[src/rtl/io_keysw.sv]
// ---------------------------------------------------------------------------
// io_keysw
//
// Memory-mapped pushbutton (KEY) and slide-switch (SW) peripheral for the
// memory stage of a simple pipelined CPU. It exposes four bus registers:
//
//   KDATA  {28'b0, pressed[3:0]}  KEY level, 1 = button held (pins active-low)
//   KCTRL  bit0 Ready, bit2 Overrun, bit4 IE
//   SDATA  {22'b0, sw[9:0]}       debounced switch positions
//   SCTRL  bit0 Ready, bit2 Overrun, bit4 IE
//
// Ready flags a new data value that software has not yet read, Overrun
// flags that a value was replaced before it was read, and IE enables the
// corresponding source onto the level interrupt.
//
// Ports
//   clk        sole clock, rising-edge
//   RESET_N    asynchronous, active-low reset
//   KEY[3:0]   raw pushbuttons, active-low, asynchronous to clk
//   SW[9:0]    raw slide switches, asynchronous to clk
//   memaddr_M  bus address
//   wmemval_M  bus write data
//   wrmem_M    one-cycle write strobe
//   rdmem_M    one-cycle read strobe
//   sel_M      high when memaddr_M hits one of the four registers
//   rdata_M    combinational read data (0 when not selected)
//   intr       registered level interrupt request
// ---------------------------------------------------------------------------
module io_keysw #(
  parameter int unsigned       DBITS     = 32,
  parameter logic [DBITS-1:0]  ADDRKDATA = 32'hFFFFF080,
  parameter logic [DBITS-1:0]  ADDRKCTRL = 32'hFFFFF084,
  parameter logic [DBITS-1:0]  ADDRSDATA = 32'hFFFFF090,
  parameter logic [DBITS-1:0]  ADDRSCTRL = 32'hFFFFF094,
  // Must be at least 2: the commit happens on the edge the counter
  // reaches DEBCYCLES-1, which is detected one value earlier.
  parameter int unsigned       DEBCYCLES = 500000
) (
  input  logic             clk,
  input  logic             RESET_N,
  input  logic [3:0]       KEY,
  input  logic [9:0]       SW,
  input  logic [DBITS-1:0] memaddr_M,
  input  logic [DBITS-1:0] wmemval_M,
  input  logic             wrmem_M,
  input  logic             rdmem_M,
  output logic             sel_M,
  output logic [DBITS-1:0] rdata_M,
  output logic             intr
);

  // Debounce counter only ever needs to hold 0 .. DEBCYCLES-1.
  localparam int unsigned CNTW = (DEBCYCLES > 2) ? $clog2(DEBCYCLES) : 1;
  localparam logic [CNTW-1:0] CNT_MAX = CNTW'(DEBCYCLES - 1);
  localparam logic [CNTW-1:0] CNT_PRE = CNTW'(DEBCYCLES - 2);

  // -------------------------------------------------------------------------
  // State
  // -------------------------------------------------------------------------
  logic [3:0]      key_meta_q, key_meta_d;
  logic [3:0]      key_sync_q, key_sync_d;
  logic [9:0]      sw_meta_q,  sw_meta_d;
  logic [9:0]      sw_sync_q,  sw_sync_d;

  logic [3:0]      kdata_q,    kdata_d;
  logic [9:0]      sdata_q,    sdata_d;
  logic [9:0]      sw_cand_q,  sw_cand_d;
  logic [CNTW-1:0] deb_cnt_q,  deb_cnt_d;

  logic            k_ready_q,  k_ready_d;
  logic            k_ovr_q,    k_ovr_d;
  logic            k_ie_q,     k_ie_d;
  logic            s_ready_q,  s_ready_d;
  logic            s_ovr_q,    s_ovr_d;
  logic            s_ie_q,     s_ie_d;
  logic            intr_q,     intr_d;

  // -------------------------------------------------------------------------
  // Bus decode
  // -------------------------------------------------------------------------
  logic hit_kdata, hit_kctrl, hit_sdata, hit_sctrl;
  logic k_rd, s_rd, k_ctrl_wr, s_ctrl_wr;

  assign hit_kdata = (memaddr_M == ADDRKDATA);
  assign hit_kctrl = (memaddr_M == ADDRKCTRL);
  assign hit_sdata = (memaddr_M == ADDRSDATA);
  assign hit_sctrl = (memaddr_M == ADDRSCTRL);

  assign sel_M = hit_kdata | hit_kctrl | hit_sdata | hit_sctrl;

  // Only data reads have a side effect (they acknowledge Ready); writes to
  // the data registers are simply not decoded.
  assign k_rd      = rdmem_M & hit_kdata;
  assign s_rd      = rdmem_M & hit_sdata;
  assign k_ctrl_wr = wrmem_M & hit_kctrl;
  assign s_ctrl_wr = wrmem_M & hit_sctrl;

  // Only bits 2 (Overrun keep) and 4 (IE) of the write data mean anything.
  logic unused_wdata;
  assign unused_wdata = ^{wmemval_M[DBITS-1:5], wmemval_M[3], wmemval_M[1:0]};

  // -------------------------------------------------------------------------
  // Register views as seen on the bus
  // -------------------------------------------------------------------------
  logic [DBITS-1:0] kdata_word, kctrl_word, sdata_word, sctrl_word;

  assign kdata_word = {{(DBITS-4){1'b0}}, kdata_q};
  assign sdata_word = {{(DBITS-10){1'b0}}, sdata_q};
  assign kctrl_word = {{(DBITS-5){1'b0}}, k_ie_q, 1'b0, k_ovr_q, 1'b0, k_ready_q};
  assign sctrl_word = {{(DBITS-5){1'b0}}, s_ie_q, 1'b0, s_ovr_q, 1'b0, s_ready_q};

  always_comb begin
    rdata_M = '0;
    if (hit_kdata)      rdata_M = kdata_word;
    else if (hit_kctrl) rdata_M = kctrl_word;
    else if (hit_sdata) rdata_M = sdata_word;
    else if (hit_sctrl) rdata_M = sctrl_word;
  end

  // -------------------------------------------------------------------------
  // Input synchronizers and KEY data
  // -------------------------------------------------------------------------
  logic k_chg;

  always_comb begin
    key_meta_d = KEY;
    key_sync_d = key_meta_q;
    sw_meta_d  = SW;
    sw_sync_d  = sw_meta_q;
    // Buttons are active-low on the pins; software sees 1 = pressed.
    kdata_d    = ~key_sync_q;
    k_chg      = (kdata_d != kdata_q);
  end

  // -------------------------------------------------------------------------
  // Switch debouncer
  // A new synchronized value becomes the candidate and restarts the count;
  // the candidate is committed on the edge the counter arrives at
  // DEBCYCLES-1, after which the counter parks there until SW moves again.
  // -------------------------------------------------------------------------
  logic sw_commit, s_chg;

  always_comb begin
    sw_cand_d = sw_cand_q;
    deb_cnt_d = deb_cnt_q;
    sw_commit = 1'b0;
    if (sw_sync_q != sw_cand_q) begin
      sw_cand_d = sw_sync_q;
      deb_cnt_d = '0;
    end else if (deb_cnt_q != CNT_MAX) begin
      deb_cnt_d = deb_cnt_q + 1'b1;
      sw_commit = (deb_cnt_q == CNT_PRE);
    end
    sdata_d = sw_commit ? sw_cand_q : sdata_q;
    // Re-committing the value already held is not a new event.
    s_chg   = (sdata_d != sdata_q);
  end

  // -------------------------------------------------------------------------
  // Status flags
  // A change always (re)asserts Ready, so a change coinciding with a data
  // read leaves Ready set and is not an overrun. A control write clears
  // Overrun unless bit 2 is written as 1; a simultaneous overrun event wins
  // so that a lost value is never silently forgotten.
  // -------------------------------------------------------------------------
  always_comb begin
    k_ready_d = k_ready_q;
    k_ovr_d   = k_ovr_q;
    k_ie_d    = k_ie_q;
    if (k_chg)     k_ready_d = 1'b1;
    else if (k_rd) k_ready_d = 1'b0;
    if (k_ctrl_wr) begin
      k_ie_d = wmemval_M[4];
      if (!wmemval_M[2]) k_ovr_d = 1'b0;
    end
    if (k_chg && k_ready_q && !k_rd) k_ovr_d = 1'b1;
  end

  always_comb begin
    s_ready_d = s_ready_q;
    s_ovr_d   = s_ovr_q;
    s_ie_d    = s_ie_q;
    if (s_chg)     s_ready_d = 1'b1;
    else if (s_rd) s_ready_d = 1'b0;
    if (s_ctrl_wr) begin
      s_ie_d = wmemval_M[4];
      if (!wmemval_M[2]) s_ovr_d = 1'b0;
    end
    if (s_chg && s_ready_q && !s_rd) s_ovr_d = 1'b1;
  end

  // Interrupt is a registered copy of the current enabled-ready sources,
  // so it trails Ready/IE by one edge.
  always_comb begin
    intr_d = (k_ready_q & k_ie_q) | (s_ready_q & s_ie_q);
  end

  assign intr = intr_q;

  // -------------------------------------------------------------------------
  // State registers. KEY synchronizers reset to all-ones (released buttons)
  // so that leaving reset does not look like a key press.
  // -------------------------------------------------------------------------
  always_ff @(posedge clk or negedge RESET_N) begin
    if (!RESET_N) begin
      key_meta_q <= 4'hF;
      key_sync_q <= 4'hF;
      sw_meta_q  <= '0;
      sw_sync_q  <= '0;
      kdata_q    <= '0;
      sdata_q    <= '0;
      sw_cand_q  <= '0;
      deb_cnt_q  <= '0;
      k_ready_q  <= 1'b0;
      k_ovr_q    <= 1'b0;
      k_ie_q     <= 1'b0;
      s_ready_q  <= 1'b0;
      s_ovr_q    <= 1'b0;
      s_ie_q     <= 1'b0;
      intr_q     <= 1'b0;
    end else begin
      key_meta_q <= key_meta_d;
      key_sync_q <= key_sync_d;
      sw_meta_q  <= sw_meta_d;
      sw_sync_q  <= sw_sync_d;
      kdata_q    <= kdata_d;
      sdata_q    <= sdata_d;
      sw_cand_q  <= sw_cand_d;
      deb_cnt_q  <= deb_cnt_d;
      k_ready_q  <= k_ready_d;
      k_ovr_q    <= k_ovr_d;
      k_ie_q     <= k_ie_d;
      s_ready_q  <= s_ready_d;
      s_ovr_q    <= s_ovr_d;
      s_ie_q     <= s_ie_d;
      intr_q     <= intr_d;
    end
  end

endmodule
[config.mk]
export PLATFORM = sky130hd
export DESIGN_NAME = io_keysw
export DESIGN_NICKNAME = d
export VERILOG_FILES = /design/src/rtl/io_keysw.sv
export SDC_FILE = /design/constraint.sdc
export NUM_CORES = 1
export LEC_CHECK = 0
export ABC_AREA = 1
export CAP_MARGIN = 20
export CELL_PAD_IN_SITES_DETAIL_PLACEMENT = 1
export CELL_PAD_IN_SITES_GLOBAL_PLACEMENT = 1
export CORE_MARGIN = 8
export CORE_UTILIZATION = 37
export DETAILED_ROUTE_END_ITERATION = 7
export HOLD_SLACK_MARGIN = 0.15
export PLACE_DENSITY = 0.83
export SKIP_CTS_REPAIR_TIMING = 1
export SLEW_MARGIN = 20
export SYNTH_ARGS = -nofsm -noshare
export SYNTH_HDL_FRONTEND = slang
export SYNTH_SLANG_ARGS = --single-unit
[constraint.sdc]
create_clock -name clk -period 3.2 [get_ports clk]
set_input_delay 0.64 -clock clk [delete_from_list [all_inputs] [get_ports clk]]
set_output_delay 0.64 -clock clk [all_outputs]
set_load 0.005 [all_outputs]
==> results.yml, run 1 <==
floorplanning:
  die-width_um: 118
  io_pins: 116
  initial_core_util: 0.375
  dieArea_um2: 13800
  core_area_um2: 10200
  die_h_um: 118
  rows: 37
synthesis:
  synth-seq-cells: 78
  netlist_top_cells_area: "dfrtp_1, nand2_1, inv_1"
  synth_common_cells: "nand2_1, dfrtp_1, inv_1"
  synthArstFlopShare: 1.00
  synth_cells: 441
  seq_area_frac_synth: 0.513
  yosys.area.top_type_share: 0.458
  synth_warnings: 0
  yosysMostFrequentCell: "nand2_1"
  ys.flop_type: "dfrtp_1"
  synth.avg_cell_area_um2: 8.67
  ys_types: 42
  synth_area_um2: 3820
  yosysTopAreaCell: "dfrtp_1"
  synth_edf_count: 0
global_routing:
  met2_usage: 0.265
  met3_usage: 0.0341
  grt_overflow: 0
  grt_pass1_wl_mm: 16.8
  grt_use_total: 0.147
  grt_pass1_vias: 3526
  top_usage_layer: "met2"
  antenna_found_initial: 0
  met1_usage: 0.157
  grt_max_degree: 79
detailed_routing:
  drt_iter0_drc: 207
  drc: 0
  vias: 3148
  post_drt_wl_per_cell_um: 16.6
  wirelength_mm: 10.8
  drtAntennaViolNets: 0
  via_per_inst: 4.84
  firstDrtPassIters: 4
cells_and_area:
  nets: 593
  drive_above_1_share: 0.154
  area_delta_synth_final_pct: 27.2
  diodes: 0
  fillers: 1187
sta:
  fin_crit_sh: 1.07
  relSlewSlack: 0.524
  finalSetupViolCount: 2
  tightest_slew_ns: 0.714
  finalHoldViolations: 0
  fmax_mhz: 292
  setup_ws_ns: -0.223
  rsz0062_at_grt: "yes"
  maxSlewViolCount: 0
  fin_hold_ws_ns: 0.314
  fin_worst_skew_ns: 0.0101
  finalCriticalPeriod_ns: 3.42
cts:
  clock_sinks: 78
  cts-root-buf: "clkbuf_8"
  cts_tree: "done"
  clk_pin_slew_worst_paths_ns: 0.08
  numCtsBuffers: 9
  cts_buffer_depth: 2
  insertion_delay_ns: 0.36
  htreeDepth: 3
critical_path:
  r2r_start: "deb_cnt_q[0]"
  cp_num_buf_inv: 4
  cp_cell_sequence: "clkdlybuf4s50_1, nor2_2, nand2_1, nor4_2, and2_4, nand3_2, inv_2, nand2_1, nand3_1, o21ai_1, inv_1, clkdlybuf4s50_1"
  critPathRequiredTime_ns: 2.56
  start_kind: "primary input"
  critPathSlowestCell: "clkdlybuf4s50_1"
  critPathMaxStageDelay_ns: 0.49
  cpLargestDelayFamily: "buffers and inverters"
  crit_start: "memaddr_M[8]"
  criticalPathCategory: "in2out"
  arrival_ns: 2.78
  worstSetupEndpointType: "primary output"
  crit_fanout: 6
power:
  p_leak_uw: 0.00250
  p_per_area_nw_per_um2: 394
  vdd.ir_drop.worst_mv: 0.159
worst_hold_path:
  hold_path.class: "in2async"
outcome:
  status: "finished with violations"
  violations: "setup timing"
placed_design:
  gp_congestion: 0.817
  port_buffers: 63
  hpwl_mm: 7.46
  pre_cts_ws_ns: -0.373
job:
  maxCapViolations: 0
-- worst reg2reg max path, delay by kind of cell (launching register included) --
kind          cells  cell delay [ns]
flops             1             0.41
buf+inv           1             0.10
fa+ha+maj         1             0.17
simple gates     11             1.49
-- layout make-up --
type	instances	area, µm²	share of cell area
multi-input cells	272	1480	0.304
clock inverters	6	61.3	0.0126
well taps	136	170	0.0350
clock buffers	10	138	0.0283
inverters	72	270	0.0556
flip-flops and latches	78	1960	0.404
repair buffers	76	782	0.161
-- power breakdown --
part | switching [µW] | internal (µW) | total, µW
Sequential | 18.4 | 1020 | 1030
Combinational | 64.0 | 66.2 | 130
Clock | 371 | 379 | 750
-- final timing paths --
path	endpoint	cells past startpoint	slack (ns)
max	rdata_M[2]	12	-0.22
min	k_ie_q	1	0.31
max reg2reg	s_ovr_q	13	0.97
min reg2reg	sw_sync_q[5]	0	0.35
max in group asynchronous	sw_cand_q[7]	1	2.41
min in group clk	sw_sync_q[5]	0	0.35
-- layout by cell type (no fill, tap or decap), types with 2 or more instances in the layout --
cell type	Yosys	final
nand4_1	24	24
clkinv_2	0	3
nand3_1	16	13
or2_4	1	2
nor4_2	0	2
nand2_2	4	5
inv_2	6	7
a21oi_1	11	11
clkbuf_8	0	10
nand3b_1	2	2
nor3_1	10	7
nor2_2	2	3
buf_4	23	11
nor2_1	33	32
dlymetal6s2s_1	0	20
nor2_4	2	2
nor3_2	3	6
conb_1	1	22
o211ai_1	5	5
inv_1	66	65
clkdlybuf4s50_1	0	41
ha_1	2	2
xor2_1	6	6
o21ai_0	22	21
buf_6	2	3
o31ai_1	2	2
nand3_2	4	6
and2_4	1	2
nand2_1	84	83
o21ai_1	1	2
o21a_1	2	2
dfstp_2	8	8
dfrtp_1	70	70
-- layer usage --
metal  vias to the layer above  share of wire
met5                         -              0
met4                         0          0.031
met3                        30          0.036
met2                        69           0.54
met1                      1553           0.39
li1                       1496              -
-- per-stage QoR --
| stage | instances | setup TNS (ns) | utilization | instance area (µm²) | power (µW) |
|---|---|---|---|---|---|
| after floorplan | 462 | 0 | - | 3900 | 1100 |
| after global placement | 630 | -2.31 | 0.443 | 4510 | 1170 |
| after detailed placement | 630 | -3.44 | 0.443 | 4510 | 1180 |
| after CTS | 646 | -3.51 | 0.462 | 4710 | 1940 |
| after global routing | 650 | -0.762 | 0.477 | 4860 | 2000 |
| final | 650 | -0.379 | 0.477 | 4860 | 1910 |
-- sequential cells by signal, indices dropped and copies added, names as in the netlist, 4 cells and up --
name        cells
deb_cnt_q      19
sdata_q        10
sw_cand_q      10
sw_meta_q      10
sw_sync_q      10
kdata_q         4
key_meta_q      4
key_sync_q      4
-- cell families after synthesis --
kind of cell	after synthesis	synth area share
DFF	78	0.513
AOI/OAI and AO/OA	50	0.0799
xor gates and xnor gates	6	0.0137
and+or+nand+nor	192	0.247
buffers and inverters	112	0.138
adders and majority gates	2	0.00655
other	1	0.000981
Power figures use the tool's default switching activity.
==> inputs of run 2 (changes only) <==
- CORE_UTILIZATION: 37 -> 34
- PLACE_DENSITY: 0.83 -> 0.77
- clock period: 3.2 -> 3.4 ns (I/O delays scaled with it)
==> run 2 against run 1 <==
The flow still finishes with violations (setup timing); global-route usage fell by 1.4 points; routed wire length fell by 12%; sequential power fell by 5%; cell area fell by 1.4%; clock-buffer cell count rose by 3; total power fell by 5.7%; critical endpoint is now rdata_M[0]; highest routed layer unchanged.
==> results.yml, run 2 (synthesis results as in run 1) <==
sta:
  finalHoldViolations: 0
  rsz0062_at_grt: "yes"
  fin_worst_skew_ns: 0.00832
  setup_tns_ns: -0.0374
  setup_ws_ns: -0.0353
  finalCriticalPeriod_ns: 3.44
  maxSlewViolCount: 0
  fmax_mhz: 291
  fin_crit_sh: 1.01
  tightest_slew_ns: 0.555
  relSlewSlack: 0.621
  finalSetupViolCount: 2
cts:
  htreeDepth: 3
  cts_tree: "done"
  clk_pin_slew_worst_paths_ns: 0.08
  clock_sinks: 78
  insertion_delay_ns: 0.36
  numCtsBuffers: 9
  cts-root-buf: "clkbuf_8"
  cts_buffer_depth: 2
detailed_routing:
  via_per_inst: 4.72
  drtAntennaViolNets: 0
  firstDrtPassIters: 4
  drc: 0
  post_drt_wl_per_cell_um: 14.6
  wirelength_mm: 9.50
  drt_iter0_drc: 155
  vias: 3072
cells_and_area:
  final_cell_mix: "nand2_1, dfrtp_1, inv_1, clkdlybuf4s50_1, nor2_1"
  final_common_cell: "nand2_1"
  drive_above_1_share: 0.131
  top_register: "deb_cnt_q"
  final_util: 0.440
  diodes: 0
  largest_reg_flops: 19
  fillers: 1310
  nets: 590
  area_delta_synth_final_pct: 25.3
floorplanning:
  rows: 38
  io_pins: 116
  initial_core_util: 0.351
  die-width_um: 122
  dieArea_um2: 14900
  core_area_um2: 10900
  die_h_um: 122
critical_path:
  crit_fanout: 7
  worstSetupEndpointType: "primary output"
  criticalPathCategory: "in2out"
  start_kind: "primary input"
  arrival_ns: 2.76
  rr_worst_depth: 13
  critPathRequiredTime_ns: 2.72
power:
  intPower_uw: 1400
  p_leak_uw: 0.00235
  p_seq_frac: 0.540
  p_per_area_nw_per_um2: 377
  vdd.ir_drop.worst_mv: 0.326
  p_sw_frac: 0.224
  p_switching_uw: 404
  combPwrFrac: 0.068
  clkPwrFrac: 0.393
placed_design:
  pre_cts_ws_ns: -0.253
  port_buffers: 63
  gp_congestion: 0.786
  hpwl_mm: 7.14
global_routing:
  grt_use_total: 0.133
  grt_overflow: 0
  grt_max_degree: 79
  grt_pass1_wl_mm: 15.8
  antenna_found_initial: 0
  grt_pass1_vias: 3242
outcome:
  status: "finished with violations"
  violations: "setup timing"
worst_hold_path:
  hold_path.class: "in2async"
job:
  maxCapViolations: 0
==> run 2: path summary, 6_finish.rpt <==
kind | start | end | slack, ns
max | memaddr_M[3] | rdata_M[0] | -0.04
min | RESET_N | k_ovr_q | 0.22
max reg2reg | deb_cnt_q[1] | s_ovr_q | 1.23
min reg2reg | key_meta_q[0] | key_sync_q[0] | 0.35
max in group asynchronous | RESET_N | deb_cnt_q[11] | 2.61
min in group clk | key_meta_q[0] | key_sync_q[0] | 0.35
==> run 2: metrics by stage <==
| step | std cells | power, µW | hold WS, ns | instance area (µm²) |
|---|---|---|---|---|
| 2_1_floorplan | 462 | 1040 | 0.331 | 3900 |
| 3_3_place_gp | 633 | 1110 | 0.336 | 4510 |
| 4_1_cts | 649 | 1830 | 0.352 | 4710 |
| 3_5_place_dp | 633 | 1110 | 0.336 | 4510 |
| 5_1_grt | 651 | 1890 | 0.218 | 4790 |
| 6_report | 651 | 1810 | 0.215 | 4790 |
==> run 2: per-layer routing <==
metal / vias to the layer above / share of wire / global-route usage
met2: 53 / 0.53 / 0.237
met1: 1512 / 0.42 / 0.148
met4: 0 / 0.011 / 0.0332
li1: 1495 / - / -
met3: 12 / 0.047 / 0.0444
met5: - / 0 / 0
==> run 2: cell type report <==
type / count / area [µm²] / share of cell area
flip-flops and latches: 78 / 1960 / 0.410
multi-input cells: 272 / 1440 / 0.301
repair buffers: 73 / 741 / 0.155
inverters: 72 / 270 / 0.0564
well taps: 140 / 175 / 0.0366
clock buffers: 13 / 159 / 0.0332
clock inverters: 3 / 42.5 / 0.00888
==> run 2: critical path, cell delays in order <==
cell,delay [ns]
clkdlybuf4s50_1,0.40
nor2_1,0.10
nand2_1,0.08
nor4_2,0.26
and2_4,0.23
nand3_2,0.14
o211ai_1,0.23
nand2_1,0.08
inv_1,0.06
clkdlybuf4s50_1,0.49
==> run 2: power groups by stage <==
stage / registers, µW / logic (µW) / clock network, µW
2_1_floorplan: 987 / 52.5 / 0
3_3_place_gp: 991 / 115 / 0
3_5_place_dp: 993 / 118 / 0
4_1_cts: 975 / 119 / 736
5_1_grt: 978 / 137 / 770
6_report: 974 / 123 / 709
==> inputs of run 3 (changes only) <==
- TNS_END_PERCENT: default -> 1
==> run 3 against run 2 <==
Routed wire length about the same; largest power group unchanged; non-clock buffer count stayed put; hold slack improved by 0.0018 ns; register-to-register slack about the same; cell area down 0.10%; the flow still finishes with violations (setup timing); die area unchanged; global-route usage is the same; total power is essentially flat; critical endpoint unchanged.
==> results.yml, run 3 (synthesis results as in run 1) <==
outcome:
  status: "finished with violations"
  violations: "setup timing"
critical_path:
  critPathRequiredTime_ns: 2.72
  cp_cell_sequence: "clkdlybuf4s50_1, nor2_1, nand2_1, nor4_2, and2_4, nand3_2, o211ai_1, nand2_1, inv_1, clkdlybuf4s50_1"
  crit_fanout: 7
  criticalPathCategory: "in2out"
  start_kind: "primary input"
  critPathMaxStageDelay_ns: 0.49
  arrival_ns: 2.75
  worstSetupEndpointType: "primary output"
  critPathSlowestCell: "clkdlybuf4s50_1"
placed_design:
  hpwl_mm: 7.14
  place_area_um2: 4510
  port_buffers: 63
  placed_cells: 633
  gp_congestion: 0.786
power:
  intPower_uw: 1400
  p_switching_uw: 404
  vdd.ir_drop.worst_mv: 0.326
  p_seq_frac: 0.540
  p_sw_frac: 0.224
  p_leak_uw: 0.00235
  combPwrFrac: 0.068
  clkPwrFrac: 0.393
  p_per_area_nw_per_um2: 377
cells_and_area:
  drive_above_1_share: 0.127
  nets: 590
  fillers: 1311
  area_delta_synth_final_pct: 25.2
  largest_reg_flops: 19
  top_register: "deb_cnt_q"
  final_util: 0.440
  diodes: 0
  final_common_cell: "nand2_1"
  final_cell_mix: "nand2_1, dfrtp_1, inv_1, clkdlybuf4s50_1, nor2_1"
  final_cells: 651
  design_area_um2: 4790
detailed_routing:
  drt_iter0_drc: 146
  post_drt_wl_per_cell_um: 14.6
  drtAntennaViolNets: 0
  wirelength_mm: 9.51
  firstDrtPassIters: 4
  vias: 3079
  drc: 0
  via_per_inst: 4.73
sta:
  finalCriticalPeriod_ns: 3.43
  tightest_slew_ns: 0.555
  rsz0062_at_grt: "yes"
  fin_crit_sh: 1.01
  finalHoldViolations: 0
  fmax_mhz: 291
  setup_ws_ns: -0.0332
  relSlewSlack: 0.620
  maxSlewViolCount: 0
  fin_worst_skew_ns: 0.00837
  finalSetupViolCount: 1
floorplanning:
  die-width_um: 122
  core_area_um2: 10900
  die_h_um: 122
  initial_core_util: 0.351
  io_pins: 116
  rows: 38
  dieArea_um2: 14900
cts:
  numCtsBuffers: 9
  clk_pin_slew_worst_paths_ns: 0.07
  clock_sinks: 78
  htreeDepth: 3
  cts-root-buf: "clkbuf_8"
  cts_buffer_depth: 2
  insertion_delay_ns: 0.36
  cts_tree: "done"
worst_hold_path:
  hold_path.class: "in2async"
global_routing:
  grt_pass1_wl_mm: 15.8
  grt_max_degree: 79
  grt_use_total: 0.133
  grt_pass1_vias: 3242
  grt_overflow: 0
  antenna_found_initial: 0
job:
  maxCapViolations: 0
run 3: worst max-delay path: cells and delay by family:
| kind | cells | cell delay [ns] |
|---|---|---|
| buf+inv | 3 | 0.95 |
| simple gates | 6 | 0.89 |
| compound gates | 1 | 0.23 |
run 3: path summary, 6_finish.rpt:
check | end | cells after the start | from | slack, ns
max in group asynchronous | deb_cnt_q[11] | 2 | RESET_N | 2.61
min reg2reg | key_sync_q[0] | 0 | key_meta_q[0] | 0.35
max | rdata_M[0] | 10 | memaddr_M[3] | -0.03
max reg2reg | s_ovr_q | 13 | deb_cnt_q[1] | 1.23
min in group clk | key_sync_q[0] | 0 | key_meta_q[0] | 0.35
min | intr | 1 | RESET_N | 0.22
run 3: cell type report:
type                    instances  area, µm²  share of cell area
flip-flops and latches         78       1960               0.410
multi-input cells             272       1440               0.300
repair buffers                 73        741               0.155
inverters                      72        270              0.0565
well taps                     140        175              0.0366
clock buffers                  13        159              0.0332
clock inverters                 3       42.5             0.00889
run 3: power by group through the flow:
| stage | clock network, µW | registers (µW) | logic, µW |
|---|---|---|---|
| 3_3_place_gp | 0 | 991 | 115 |
| 6_report | 709 | 974 | 123 |
| 3_5_place_dp | 0 | 993 | 118 |
| 4_1_cts | 736 | 975 | 119 |
| 5_1_grt | 770 | 978 | 137 |
| 2_1_floorplan | 0 | 987 | 52.5 |
run 3: per-layer routing:
layer | share of wire | track usage
met3 | 0.047 | 0.0444
met2 | 0.53 | 0.237
met1 | 0.42 | 0.148
met5 | 0 | 0
met4 | 0.011 | 0.0332
run 3: stage by stage:
stage | hold WS [ns] | total power (µW) | setup WS (ns) | TNS [ns]
detailed placement | 0.336 | 1110 | -0.253 | -2.25
floorplan | 0.331 | 1040 | 0.938 | 0
finish | 0.217 | 1810 | -0.0332 | -0.0332
global placement | 0.336 | 1110 | -0.195 | -1.76
global route | 0.218 | 1890 | -0.174 | -0.603
CTS | 0.352 | 1830 | -0.248 | -2.18
